### src/rtl/spi_sp_ram.sv
// -----------------------------------------------------------------------------
// spi_sp_ram
//   Single-port synchronous RAM driven by 10-bit command words from an SPI
//   slave. The upper two bits of each word select the operation, the lower
//   eight carry an address or a data byte. Read data is presented on dout and
//   qualified by tx_valid, which stays high until the next accepted command so
//   the slave can shift it out at its own pace.
//
//   Opcodes (din[9:8]):
//     00 WR_ADDR : load the write address register
//     01 WR_DATA : write din[7:0] to mem[wr_addr] (address not incremented)
//     10 RD_ADDR : load the read address register
//     11 RD_DATA : dout <= mem[rd_addr], tx_valid <= 1
//
// Parameters
//   MEM_DEPTH : number of 8-bit words, MEM_DEPTH <= 2**ADDR_SIZE
//   ADDR_SIZE : address width taken from din[ADDR_SIZE-1:0], ADDR_SIZE <= 8
//
// Ports
//   clk      : system clock, rising edge
//   rst_n    : asynchronous active-low reset (memory contents are retained)
//   din      : command word (rx_data from the SPI slave)
//   rx_valid : din valid, level signal; only its rising edge starts a command
//   dout     : read data (tx_data to the SPI slave)
//   tx_valid : dout valid, held until the next accepted command
// -----------------------------------------------------------------------------
module spi_sp_ram #(
  parameter int MEM_DEPTH = 256,
  parameter int ADDR_SIZE = 8
) (
  input  logic       clk,
  input  logic       rst_n,
  input  logic [9:0] din,
  input  logic       rx_valid,
  output logic [7:0] dout,
  output logic       tx_valid
);

  localparam logic [1:0] OP_WR_ADDR = 2'b00;
  localparam logic [1:0] OP_WR_DATA = 2'b01;
  localparam logic [1:0] OP_RD_ADDR = 2'b10;
  localparam logic [1:0] OP_RD_DATA = 2'b11;

  // One extra bit so that MEM_DEPTH == 2**ADDR_SIZE is representable and the
  // range comparison never wraps.
  localparam logic [ADDR_SIZE:0] DEPTH_LIMIT = (ADDR_SIZE + 1)'(MEM_DEPTH);

  typedef enum logic {
    TX_IDLE = 1'b0,
    TX_HOLD = 1'b1
  } tx_state_t;

  logic [7:0]           mem [0:MEM_DEPTH-1];

  logic [ADDR_SIZE-1:0] wr_addr_reg;
  logic [ADDR_SIZE-1:0] rd_addr_reg;
  logic                 rx_valid_d_reg;
  logic [7:0]           dout_reg;
  tx_state_t            state_reg;
  tx_state_t            state_next;

  logic                 accept;
  logic [1:0]           opcode;
  logic [ADDR_SIZE-1:0] addr_field;
  logic                 wr_in_range;
  logic                 rd_in_range;

  // ---------------------------------------------------------------------------
  // Command decode
  // ---------------------------------------------------------------------------
  // Commands fire on the rising edge of rx_valid only, so a level held high
  // executes once and din changes under a held level are ignored. rst_n is
  // folded in so nothing (in particular the non-reset memory) is touched
  // while reset is asserted; when reset releases with rx_valid still high,
  // rx_valid_d is 0 and the pending command executes once.
  assign accept      = rx_valid & ~rx_valid_d_reg & rst_n;
  assign opcode      = din[9:8];
  assign addr_field  = din[ADDR_SIZE-1:0];

  assign wr_in_range = ({1'b0, wr_addr_reg} < DEPTH_LIMIT);
  assign rd_in_range = ({1'b0, rd_addr_reg} < DEPTH_LIMIT);

  // ---------------------------------------------------------------------------
  // Edge detector and address registers
  // ---------------------------------------------------------------------------
  always_ff @(posedge clk or negedge rst_n) begin
    if (!rst_n) begin
      rx_valid_d_reg <= 1'b0;
    end else begin
      rx_valid_d_reg <= rx_valid;
    end
  end

  always_ff @(posedge clk or negedge rst_n) begin
    if (!rst_n) begin
      wr_addr_reg <= '0;
      rd_addr_reg <= '0;
    end else if (accept) begin
      if (opcode == OP_WR_ADDR) begin
        wr_addr_reg <= addr_field;
      end
      if (opcode == OP_RD_ADDR) begin
        rd_addr_reg <= addr_field;
      end
    end
  end

  // ---------------------------------------------------------------------------
  // Storage: no reset so contents survive rst_n. Writes to addresses beyond
  // MEM_DEPTH are dropped rather than aliased onto a valid word.
  // ---------------------------------------------------------------------------
  always_ff @(posedge clk) begin
    if (accept && (opcode == OP_WR_DATA) && wr_in_range) begin
      mem[wr_addr_reg] <= din[7:0];
    end
  end

  // Read data register: loads only on RD_DATA, otherwise keeps its last value
  // (including after tx_valid drops). Out-of-range reads return zero.
  always_ff @(posedge clk or negedge rst_n) begin
    if (!rst_n) begin
      dout_reg <= 8'h00;
    end else if (accept && (opcode == OP_RD_DATA)) begin
      if (rd_in_range) begin
        dout_reg <= mem[rd_addr_reg];
      end else begin
        dout_reg <= 8'h00;
      end
    end
  end

  // ---------------------------------------------------------------------------
  // Output qualifier FSM
  // ---------------------------------------------------------------------------
  always_ff @(posedge clk or negedge rst_n) begin
    if (!rst_n) begin
      state_reg <= TX_IDLE;
    end else begin
      state_reg <= state_next;
    end
  end

  // Every accepted command decides the next state on its own: RD_DATA
  // (re)enters the hold state, anything else releases it. Without an accept
  // the state is simply kept.
  always_comb begin
    state_next = state_reg;
    if (accept) begin
      if (opcode == OP_RD_DATA) begin
        state_next = TX_HOLD;
      end else begin
        state_next = TX_IDLE;
      end
    end
  end

  assign tx_valid = (state_reg == TX_HOLD);
  assign dout     = dout_reg;

endmodule
### config.mk
export PLATFORM = sky130hd
export DESIGN_NAME = spi_sp_ram
export DESIGN_NICKNAME = d
export VERILOG_FILES = /design/src/rtl/spi_sp_ram.sv
export SDC_FILE = /design/constraint.sdc
export NUM_CORES = 2
export LEC_CHECK = 0
export CAP_MARGIN = 5
export CORE_UTILIZATION = 32
export DETAILED_ROUTE_END_ITERATION = 6
export PLACE_DENSITY = 0.54
export SLEW_MARGIN = 10
export SYNTH_ARGS = -nofsm -noshare
export SYNTH_HDL_FRONTEND = slang
export SYNTH_SLANG_ARGS = --single-unit
### constraint.sdc
create_clock -name clk -period 5.6 [get_ports clk]
set_clock_uncertainty 0.2 [all_clocks]
set_input_delay 0.84 -clock clk [delete_from_list [all_inputs] [get_ports clk]]
set_output_delay 0.84 -clock clk [all_outputs]
set_load 0.05 [all_outputs]
==> flow_metrics.py <==
metrics = {
    "power_and_ir_drop": {
        "p_int_mw": 27.5,
        "powerDensity_nw_per_um2": 402,
        "totalPowerFinal_mw": 37.5,
        "seq_power_share": 0.464,
        "p_sw_frac": 0.268,
        "p_leak_nw": 29.1,
        "comb_power_share": 0.155,
        "p_switching_mw": 10.0,
        "irDropWorstVdd_mv": 0.280,
        "clkPwrFrac": 0.381,
    },
    "worst_setup_path": {
        "critical_path.max_fanout": 32,
        "rrSetupSlack_ns": 0.98,
        "reg2reg_depth": 9,
        "crit_arrival_ns": 5.15,
        "crit_path_end_kind": "register",
        "rr_startpoint": "rd_addr_reg[0]",
        "start_kind": "register",
        "timing.rr.end": "dout[2]",
        "required_ns": 6.13,
        "crit_type": "register to register",
    },
    "route": {
        "drc": 0,
        "wl_per_cell_um": 29.3,
        "firstDrtPassIters": 5,
        "detail-route-antenna-nets": 0,
        "drt_iter0_drc": 4502,
        "detailroute.via_count": 41147,
        "via_per_inst": 5.29,
        "wirelength_um": 228000,
    },
    "synth": {
        "synth_edf_count": 2048,
        "ys_ff_latch": 2074,
        "netlist_area_um2": 81000,
        "yosys-top-cells-area": "edfxtp_1, mux4_2, mux2i_1",
        "yosysTopAreaCell": "edfxtp_1",
        "avgSynthCellArea_um2": 20.5,
        "ys_warn_count": 0,
        "async_flop_share": 0.0125,
        "yosysSeqAreaShare": 0.767,
        "ys_types": 64,
        "syn_nets": 3971,
        "netlist_instances": 3958,
        "synth.top_cell.area_share": 0.759,
        "synthFlopType": "edfxtp_1",
    },
    "clocking": {
        "cts_post_setup_buffers_inserted": 0,
        "cts_sinks": 2074,
        "cts_root_buf": "clkbuf_16",
        "clock_latency_ns": 0.88,
        "cts.htree.levels": 4,
        "cts_tree": "done",
        "clk_pin_slew_worst_paths_ns": 0.06,
        "cts_inserted_buffers": 210,
        "clockBufferDepth": 3,
    },
    "sta": {
        "slew_headroom": 0.165,
        "max_freq_mhz": 216,
        "setup_tns_ns": 0,
        "drv_slew": 0,
        "rsz0062_at_grt": "false",
        "finalCriticalPeriod_ns": 4.62,
        "holdWs_ns": 0.206,
        "worstMarginPinSlew_ns": 1.22,
        "fin_crit_sh": 0.826,
        "fin_ws_ns": 0.977,
        "final-setup-viol-count": 0,
        "hold_viol_final": 0,
    },
    "die": {
        "start_util": 0.322,
        "die_w_um": 505,
        "die-area_um2": 255000,
        "core-area_um2": 252000,
        "rows": 184,
        "fp.dieH_um": 505,
        "io_pins": 22,
    },
    "final_layout": {
        "layout.nets": 4259,
        "fill_cells": 22785,
        "final_cells": 7776,
        "area_delta_synth_final_pct": 15.0,
        "largest_reg_flops": 2048,
        "regMostFlops": "mem",
        "drive_above_1_share": 0.227,
    },
    "global_route": {
        "grt_overflow": 0,
        "antenna_found_initial": 8,
        "grt_max_degree": 135,
        "track_usage": 0.177,
        "grt_pass1_wl_um": 322000,
        "grt_pass1_vias": 40981,
    },
    "run": {
        "maxCapViolations": 0,
    },
    "hold_path": {
        "hold_path_end": "mem[197][6]",
        "min_path_type": "input pin to register",
        "hold_path.startpoint": "din[6]",
        "holdPathStages": 1,
    },
    "placed_design": {
        "placedCellCount": 7381,
        "post-place-ws_ns": 1.01,
        "io_buffer_count": 21,
        "dpl.hpwl_um": 142000,
        "place.gp.congestion": 0.861,
    },
    "run_status": {
        "status": "finished, final reports clean",
    },
}
## through the flow
stage | area, µm² | util
4_1_cts | 93200 | 0.370
6_report | 93200 | 0.370
3_3_place_gp | 86100 | 0.342
3_5_place_dp | 86100 | 0.342
5_1_grt | 93200 | 0.370
2_1_floorplan | 81000 | -
## worst max path at each step
stage | from | endpoint | slack, ns | cells past startpoint
2_1_floorplan | rst_n | mem[220][0] | 2.47 | 6
3_3_place_gp | rd_addr_reg[0] | dout[2] | 1.07 | 9
3_5_place_dp | rd_addr_reg[0] | dout[2] | 1.01 | 9
4_1_cts | rd_addr_reg[0] | dout[2] | 1.04 | 9
5_1_grt | rd_addr_reg[0] | dout[2] | 0.95 | 9
6_report | rd_addr_reg[0] | dout[2] | 0.98 | 9
## per-layer routing
metal | part of all wire | vias up | global-route usage
li1 | - | 17029 | -
met3 | 0.066 | 339 | 0.0301
met5 | 0.000057 | - | 0
met2 | 0.47 | 1622 | 0.279
met4 | 0.034 | 2 | 0.0612
met1 | 0.43 | 22155 | 0.246
## placed cells by master, fill, tap and decap left out, types with 13 or more instances in the layout
cell	instances
a221oi_1	21
o221ai_1	50
mux2i_1	303
nand2_1	126
dfrtp_1	22
edfxtp_1	2048
nand3_1	31
a21oi_1	51
nor2_1	297
a2111oi_0	20
o21ai_0	39
buf_12	24
bufinv_16	26
buf_4	260
o22ai_1	91
clkinv_2	43
clkbuf_16	211
clkbuf_1	46
mux4_2	351
a211oi_1	35
mux4_1	25
mux2_2	24
nor3_1	13
a22oi_1	48
clkinv_1	38
## power by group through the flow
stage	logic, mW	registers, mW	clock network (mW)
finish	5.82	17.4	14.3
global route	6.05	17.4	15.1
CTS	5.85	17.4	14.5
detailed placement	5.84	17.7	0
global placement	5.83	17.7	0
floorplan	3.66	17.6	0
## what timing repair did
| item | CTS | global route |
|---|---|---|
| endpoints found under the hold margin | 26 | 0 |
| gates resized for setup | 0 | 0 |
| hold buffers | 1 | 0 |
## cells in the mapped netlist, types with 4 or more instances
cell type and n:
a2111oi_0 22, a211oi_1 35, a21oi_1 51, a221o_1 4
a221oi_1 21, a22o_1 12, a22oi_1 48, and3_1 4
buf_1 8, buf_12 16, buf_2 49, buf_4 19
buf_6 37, buf_8 19, clkbuf_1 71, clkbuf_8 7
dfrtp_1 26, edfxtp_1 2048, inv_1 6, mux2_2 24
mux2i_1 303, mux4_1 25, mux4_2 351, nand2_1 126
nand3_1 31, nand3b_1 4, nand4_1 12, nor2_1 300
nor2b_1 9, nor3_1 15, nor4_1 5, o211ai_1 8
o21ai_0 39, o21ai_1 6, o221ai_1 50, o22ai_1 91
or3_1 6, or3b_2 4
## final cells by class
cell class	instances	area [µm²]	share of cell area
Clock buffer	261	5510	0.0591
Antenna cell	3	7.51	0.0000805
Inverter	7	28.8	0.000309
Tap cell	3348	4190	0.0449
Multi-Input combinational cell	1647	17100	0.183
Clock inverter	130	1530	0.0164
Timing Repair Buffer	306	2680	0.0288
Sequential cell	2074	62200	0.667
## logic make-up after synthesis
family	after synthesis	synth area share
flops	2074	0.767
mux	703	0.146
buf+inv	237	0.0230
simple gates	533	0.0276
compound gates	411	0.0362
## critical path, cell delays in order, from the launching register on
cell and delay [ns]:
dfrtp_4 0.90, buf_12 0.34, buf_4 0.47, mux4_2 0.58, a22o_1 0.24, a2111oi_0 0.94
buf_4 0.24, nor4_1 0.05, nand3_1 0.31, o211ai_1 0.12
No activity file was read; power rests on OpenSTA's default activity.
